### config.mk
export PLATFORM = sky130hd
export DESIGN_NAME = stack_ctrl
export DESIGN_NICKNAME = d
export VERILOG_FILES = /design/src/rtl/stack_ctrl.sv
export SDC_FILE = /design/constraint.sdc
export NUM_CORES = 1
export LEC_CHECK = 0
export BUFFER_PORTS_ARGS = -buffer_cell sky130_fd_sc_hd__buf_2
export CAP_MARGIN = 0
export CORE_ASPECT_RATIO = 0.6
export CORE_MARGIN = 2
export CORE_UTILIZATION = 25
export DETAILED_ROUTE_END_ITERATION = 12
export PLACE_DENSITY = 0.58
export SLEW_MARGIN = 10
export SYNTH_ARGS = -nofsm -noshare
export SYNTH_HDL_FRONTEND = slang
export SYNTH_SLANG_ARGS = --single-unit
### constraint.sdc
create_clock -name i_clk -period 4.2 [get_ports i_clk]
set_input_delay 0.63 -clock i_clk [delete_from_list [all_inputs] [get_ports i_clk]]
set_output_delay 0.63 -clock i_clk [all_outputs]
set_load 0.005 [all_outputs]
### src/rtl/stack_ctrl.sv
// Control stage for a LIFO cell array: turns push/pop requests into one-hot row
// selects and write strobes, and captures the shared read bus into dout.
module stack_ctrl #(
  parameter int N     = 8,
  parameter int DEPTH = 8,
  parameter int AW    = $clog2(DEPTH)
) (
  input  logic             i_clk,
  input  logic             i_rst,
  input  logic             i_push,
  input  logic             i_pop,
  input  logic [N-1:0]     i_din,
  output logic             o_ready,
  output logic [N-1:0]     o_dout,
  output logic             o_doutValid,
  output logic             o_full,
  output logic             o_empty,
  output logic [AW:0]      o_count,
  output logic             o_overflow,
  output logic             o_underflow,
  output logic [DEPTH-1:0] o_rowSel,
  output logic             o_writeEn,
  output logic [N-1:0]     o_cellIn,
  input  logic [N-1:0]     i_cellOut
);

  typedef enum logic [1:0] {IDLE, WRITE, READ} state_t;

  localparam logic [AW:0]      FULL_COUNT = (AW+1)'(DEPTH);
  localparam logic [AW:0]      SP_ONE     = (AW+1)'(1);
  localparam logic [DEPTH-1:0] ROW_ONE    = DEPTH'(1);

  state_t           r_state;
  logic [AW:0]      r_sp;
  logic [N-1:0]     r_dout;
  logic             r_doutValid;
  logic             r_overflow;
  logic             r_underflow;
  logic [DEPTH-1:0] r_rowSel;
  logic             r_writeEn;
  logic [N-1:0]     r_cellIn;

  state_t           w_stateNext;
  logic [AW:0]      w_spNext;
  logic [AW:0]      w_spDec;
  logic [N-1:0]     w_doutNext;
  logic             w_doutValidNext;
  logic             w_overflowNext;
  logic             w_underflowNext;
  logic [DEPTH-1:0] w_rowSelNext;
  logic             w_writeEnNext;
  logic [N-1:0]     w_cellInNext;
  logic             w_full;
  logic             w_empty;

  // sp doubles as the occupancy count: the next free row is also the number of words held.
  assign w_full  = (r_sp == FULL_COUNT);
  assign w_empty = (r_sp == '0);
  assign w_spDec = r_sp - SP_ONE;

  always_ff @(posedge i_clk) begin
    if (i_rst) begin
      r_state     <= IDLE;
      r_sp        <= '0;
      r_dout      <= '0;
      r_doutValid <= 1'b0;
      r_overflow  <= 1'b0;
      r_underflow <= 1'b0;
      r_rowSel    <= '0;
      r_writeEn   <= 1'b0;
      r_cellIn    <= '0;
    end else begin
      r_state     <= w_stateNext;
      r_sp        <= w_spNext;
      r_dout      <= w_doutNext;
      r_doutValid <= w_doutValidNext;
      r_overflow  <= w_overflowNext;
      r_underflow <= w_underflowNext;
      r_rowSel    <= w_rowSelNext;
      r_writeEn   <= w_writeEnNext;
      r_cellIn    <= w_cellInNext;
    end
  end

  // cell_in is only reloaded on an accepted push so the latch row keeps its input stable after WriteEn drops.
  always_comb begin
    w_stateNext     = r_state;
    w_spNext        = r_sp;
    w_doutNext      = r_dout;
    w_doutValidNext = 1'b0;
    w_overflowNext  = 1'b0;
    w_underflowNext = 1'b0;
    w_rowSelNext    = '0;
    w_writeEnNext   = 1'b0;
    w_cellInNext    = r_cellIn;
    case (r_state)
      IDLE: begin
        if (i_push && !w_full) begin
          w_cellInNext  = i_din;
          w_rowSelNext  = ROW_ONE << r_sp[AW-1:0];
          w_writeEnNext = 1'b1;
          w_stateNext   = WRITE;
        end else begin
          if (i_push && w_full) w_overflowNext = 1'b1;
          if (i_pop && !w_empty) begin
            w_rowSelNext = ROW_ONE << w_spDec[AW-1:0];
            w_stateNext  = READ;
          end else if (i_pop && w_empty) begin
            w_underflowNext = 1'b1;
          end
        end
      end
      WRITE: begin
        w_spNext    = r_sp + SP_ONE;
        w_stateNext = IDLE;
      end
      READ: begin
        w_doutNext      = i_cellOut;
        w_doutValidNext = 1'b1;
        w_spNext        = w_spDec;
        w_stateNext     = IDLE;
      end
      default: w_stateNext = IDLE;
    endcase
  end

  assign o_ready     = (r_state == IDLE);
  assign o_dout      = r_dout;
  assign o_doutValid = r_doutValid;
  assign o_full      = w_full;
  assign o_empty     = w_empty;
  assign o_count     = r_sp;
  assign o_overflow  = r_overflow;
  assign o_underflow = r_underflow;
  assign o_rowSel    = r_rowSel;
  assign o_writeEn   = r_writeEn;
  assign o_cellIn    = r_cellIn;

endmodule
**Word level (Yosys, flattened, before mapping)**

Index checks and enable logic that the tools add are counted.

- Bits in registers: 34
- Bits in latches: 0
- RAM bits: 0
- Bits in read-only memories: 0
- Input bits: 20
- Output and inout bits: 35
- Logic and storage cells: 41
- Memories kept: 0

- Add/subtract/negate cells: 2
- Multiply operators: 0
- Divide/modulo/power cells: 0
- Order comparisons: 0
- Eq/ne operators: 3
- Shift-type cells: 2
- Mux-type cells: 9
- Bitwise gates (word level): 1
- Reductions and logical operators: 14

Operator list:

| cell | count |
|---|---|
| 8-bit 2-to-1 mux | 2 |
| 1-bit by 3-bit left shift with 8-bit output, first input constant | 2 |
| 4-bit one-hot mux with 2 select lines | 1 |
| 1-bit 2-to-1 mux | 6 |
| 4-bit by 1-bit adder with 4-bit output, second input constant | 1 |
| 4-bit equality test, second input constant | 1 |
| 1-bit logical AND | 4 |
| 4-bit logical NOT | 1 |
| 2-bit nonzero test | 2 |
| 4-bit OR reduction | 1 |
| 4-bit by 1-bit subtractor with 4-bit output, second input constant | 1 |
| 3-bit OR reduction | 1 |
| 2-bit by 1-bit equality test with 1-bit output, second input constant | 1 |
| 2-bit equality test, second input constant | 1 |
| 1-bit logical NOT | 2 |
| 2-bit logical NOT | 1 |
| 2-bit AND reduction | 1 |
| 2-bit OR reduction | 1 |
| 1-bit NOT | 1 |

**Longest topological paths before layout**

- Depth after elaboration: 5
- Mapped depth: 6
- Mapped depth without buffers: 6

**Worst setup path before layout**

Ideal clock, no wire load.

- Kind: reg-to-output
- Start point: register r_sp[0] (netlist: o_count[0])
- End point: output port o_empty
- Arrival time: 1.082 ns
- Data required time: 3.570 ns
- Path slack: 2.488 ns
- Stages on the path, launching flop included: 4
- Path buffers: 0
- Path through: dfxtp_1 -> inv_1 -> ha_1 -> nor3b_4

- Longest elaborated chain between the ends: 1

RTL lines:

| item | RTL line | text |
|---|---|---|
| start, declared | 34 | `logic [AW:0] r_sp;` |
| start signal, assigned | 74 | `r_sp <= w_spNext;` |
| 4-bit logical NOT | 58 | `assign w_empty = (r_sp == '0);` |
| end, declared | 17 | `output logic o_empty,` |

No other way between the ends.

**Worst setup path after layout**

Same ends and word-level chain as after synthesis.

==> out/metrics.csv <==
metric,value,unit
outcome,finished clean,
GP Congestion,0.7220,
CP cell instances,inv_1 -> ha_1 -> nor3b_4 -> buf_2,
area grow syn2layout,26.83,%
worst path arrival time,1.70,ns
post_cts resized,0,
NetSw,0.0002370,W
"Seq/Total Area, Yosys",44.77,%
Synth Cell Area,0.001520,mm2
critical path launch point type,register,
Worst Setup SP,o_count[0]$_SDFFE_PP0P_,
critical path class,reg2out,
Yosys warning count,0,
PwrDens,409.0,mW/mm2
routed vias,1196,
Std-Cell Rows,21,
post-route clock skew,0.005014,ns
Max Buffers Root-to-Sink,2,
Inserted Diodes,0,
Hold WS,0.4682,ns
Fin. Hold Viols,0,
setup TNS,0,ns
Peak VDD IR,110.7,uV
Max Slew Vio Count,0,
Final nets,226,
final worst setup slack,1.870,ns
clock network fraction of total power,28.7,%
"commonest cells after routing, fill and taps aside","buf_2 (54), dfxtp_1 (34), nand2b_1 (17)",
crit-path max FO,7,
Slew @ Worst Pin,0.7323,ns
DR WL/cell,11.84,um
Global Route Usage Sum,10.28,%
#FFs+latches synth,34,
Hold Crit Start,o_cellIn[4]$_SDFFE_PP0P_,
number of buffers added on ports,54,
clk_lat worst skew,0.28,ns
Die Ht,64.41,um
first-pass GRT wire length,5.388,mm
Initial Util,26.54,%
total power,0.0007885,W
Syn Nets,171,
critical path data required time,3.57,ns
clk root buf,clkbuf_8,
die area,0.006741,mm2
RSZ-0062 raised after global routing,no,
Boundary Pins,55,
synthesized instance count,142,
Buf/Inv on CP,2,
maxcap violations,0,
Comb power frac,24.9,%
die width,104.7,um
Post-Layout Inst Area,0.001928,mm2
initial antenna violation count,0,
Reg2Reg Launch Point,r_state[0]$_SDFFE_PP0P_,
WL final,3.281,mm
Placement Cell Area,0.001852,mm2
cell family with most CP delay,simple AND/OR/NAND/NOR gates,
Setup Viol. Count Final,0,
proportion of layout cells with a drive suffix above 1,33.50,%
Final Cycle Share,55.48,%
Setup crit end kind,primary output,
Starting DRT DRC Count,45,
switching share of total power,30.05,%
Pint,0.0005516,W
post-route antenna net violation count,0,
leakage power,0.8814,nW
TritonCTS clock tree,done,
Setup Buffers After CTS,0,
Core Footprint,0.005728,mm2
Overflow after GRT,0,
average cell area after synthesis,10.71,um2
hpwl dp,2.360,mm
drc violations,0,
Rel. slew slack,51.18,%
Post-CTS Hold Buffers,0,
Setup WS pre-CTS,2.181,ns
min Tclk post-route,2.330,ns
Yosys cell types,33,
htree depth,2,
"most common cell after layout, fill and taps aside",buf_2,
sequential share of power,46.3,%
CP max-delay cell,nor3b_4,
Vias/cell,4.318,
Worst Hold Class,reg2reg,
DRT Pass-1 Iters,4,
clk sinks,34,
fillers,621,
Fmax achieved,0.4292,GHz
pin count of the biggest net entering global routing,34,
Critical Path Max Stage Delay,0.39,ns
CTS Buf Count,5,
vias in the first global route,1092,
Worst-path clk slew,0.07,ns
==> logic make-up after synthesis <==
| group | Yosys count | share of synthesized area, % |
|---|---|---|
| adders and majority gates | 9 | 7.408 |
| xor gates and xnor gates | 4 | 2.305 |
| AOI/OAI and AO/OA | 18 | 10.37 |
| DFF | 34 | 44.77 |
| and+or+nand+nor | 48 | 19.83 |
| buffers and inverters | 12 | 4.032 |
| muxes | 17 | 11.28 |
==> routing by layer <==
metal  share of wire (%)  vias to the layer above  GRT usage (%)
li1                    -                      596              -
met1                  55                      560          14.77
met2                  37                       38          13.89
met3                 7.2                        2          4.388
met4                0.30                        0          2.500
met5                   0                        -              0
==> per-stage QoR <==
stage | instances | util (%)
floorplan | 142 | -
global placement | 270 | 32.33
detailed placement | 270 | 32.33
CTS | 277 | 33.66
global route | 277 | 33.66
finish | 277 | 33.66
==> synthesized netlist by cell type, drive strengths merged <==
master / n / area share, %
nor2: 15 / 3.7
and3b: 1 / 0.58
o21a: 1 / 0.49
ha: 9 / 7.4
a32o: 7 / 4.6
and4b: 1 / 0.66
o22ai: 1 / 0.41
dfxtp: 34 / 45
and3: 3 / 1.4
inv: 6 / 1.5
nor4b: 1 / 0.58
clkbuf: 3 / 0.74
a21oi: 1 / 0.33
a211oi: 3 / 2.3
buf: 3 / 1.8
nand3b: 3 / 2.3
mux2i: 16 / 11
xor2: 1 / 0.58
mux2: 1 / 0.74
a21boi: 1 / 0.49
nand2b: 17 / 7.0
nand2: 1 / 0.25
a21o: 1 / 0.49
a31o: 1 / 0.58
nor3b: 2 / 1.7
nor2b: 4 / 1.6
xnor2: 3 / 1.7
o21ai: 2 / 0.66
==> registers in the layout (all words and copies together), names as in the netlist <==
name         flops
o_cellIn         8
o_count          4
o_dout           8
o_doutValid      1
o_overflow       1
o_rowSel         8
o_underflow      1
o_writeEn        1
r_state          2
==> worst reg2reg max path, stage by stage, from the launching register on <==
cell and delay (ns):
dfxtp_1 0.32, inv_1 0.08, ha_1 0.63, and4b_1 0.28, o21ai_0 0.18, mux2_2 0.35
==> path summary, 6_finish.rpt <==
path,slack [ns],end,cells after the start
min,0.47,o_cellIn[4]$_SDFFE_PP0P_,2
max,1.87,o_empty,4
max reg2reg,2.25,o_count[3]$_SDFFE_PP0P_,5
min reg2reg,0.47,o_cellIn[4]$_SDFFE_PP0P_,2
==> final cells by class <==
cell class                 instances  area, um2  share of cell area (%)
sequential                        34      680.7                   35.30
tap                               80      100.1                   5.191
multi-input combinational         96      778.2                   40.36
clock buffer                       7      76.32                   3.958
timing repair buffer              54      270.3                   14.02
inverter                           6      22.52                   1.168
==> power by group through the flow <==
stage	Clock, W	Sequential (W)	Combinational (W)
after floorplan	0	0.000372	0.000135
after global placement	0	0.000371	0.000198
after detailed placement	0	0.000373	0.000197
after CTS	0.000240	0.000366	0.000197
after global routing	0.000254	0.000369	0.000220
final	0.000227	0.000365	0.000197
Power figures use the tool's default switching activity.
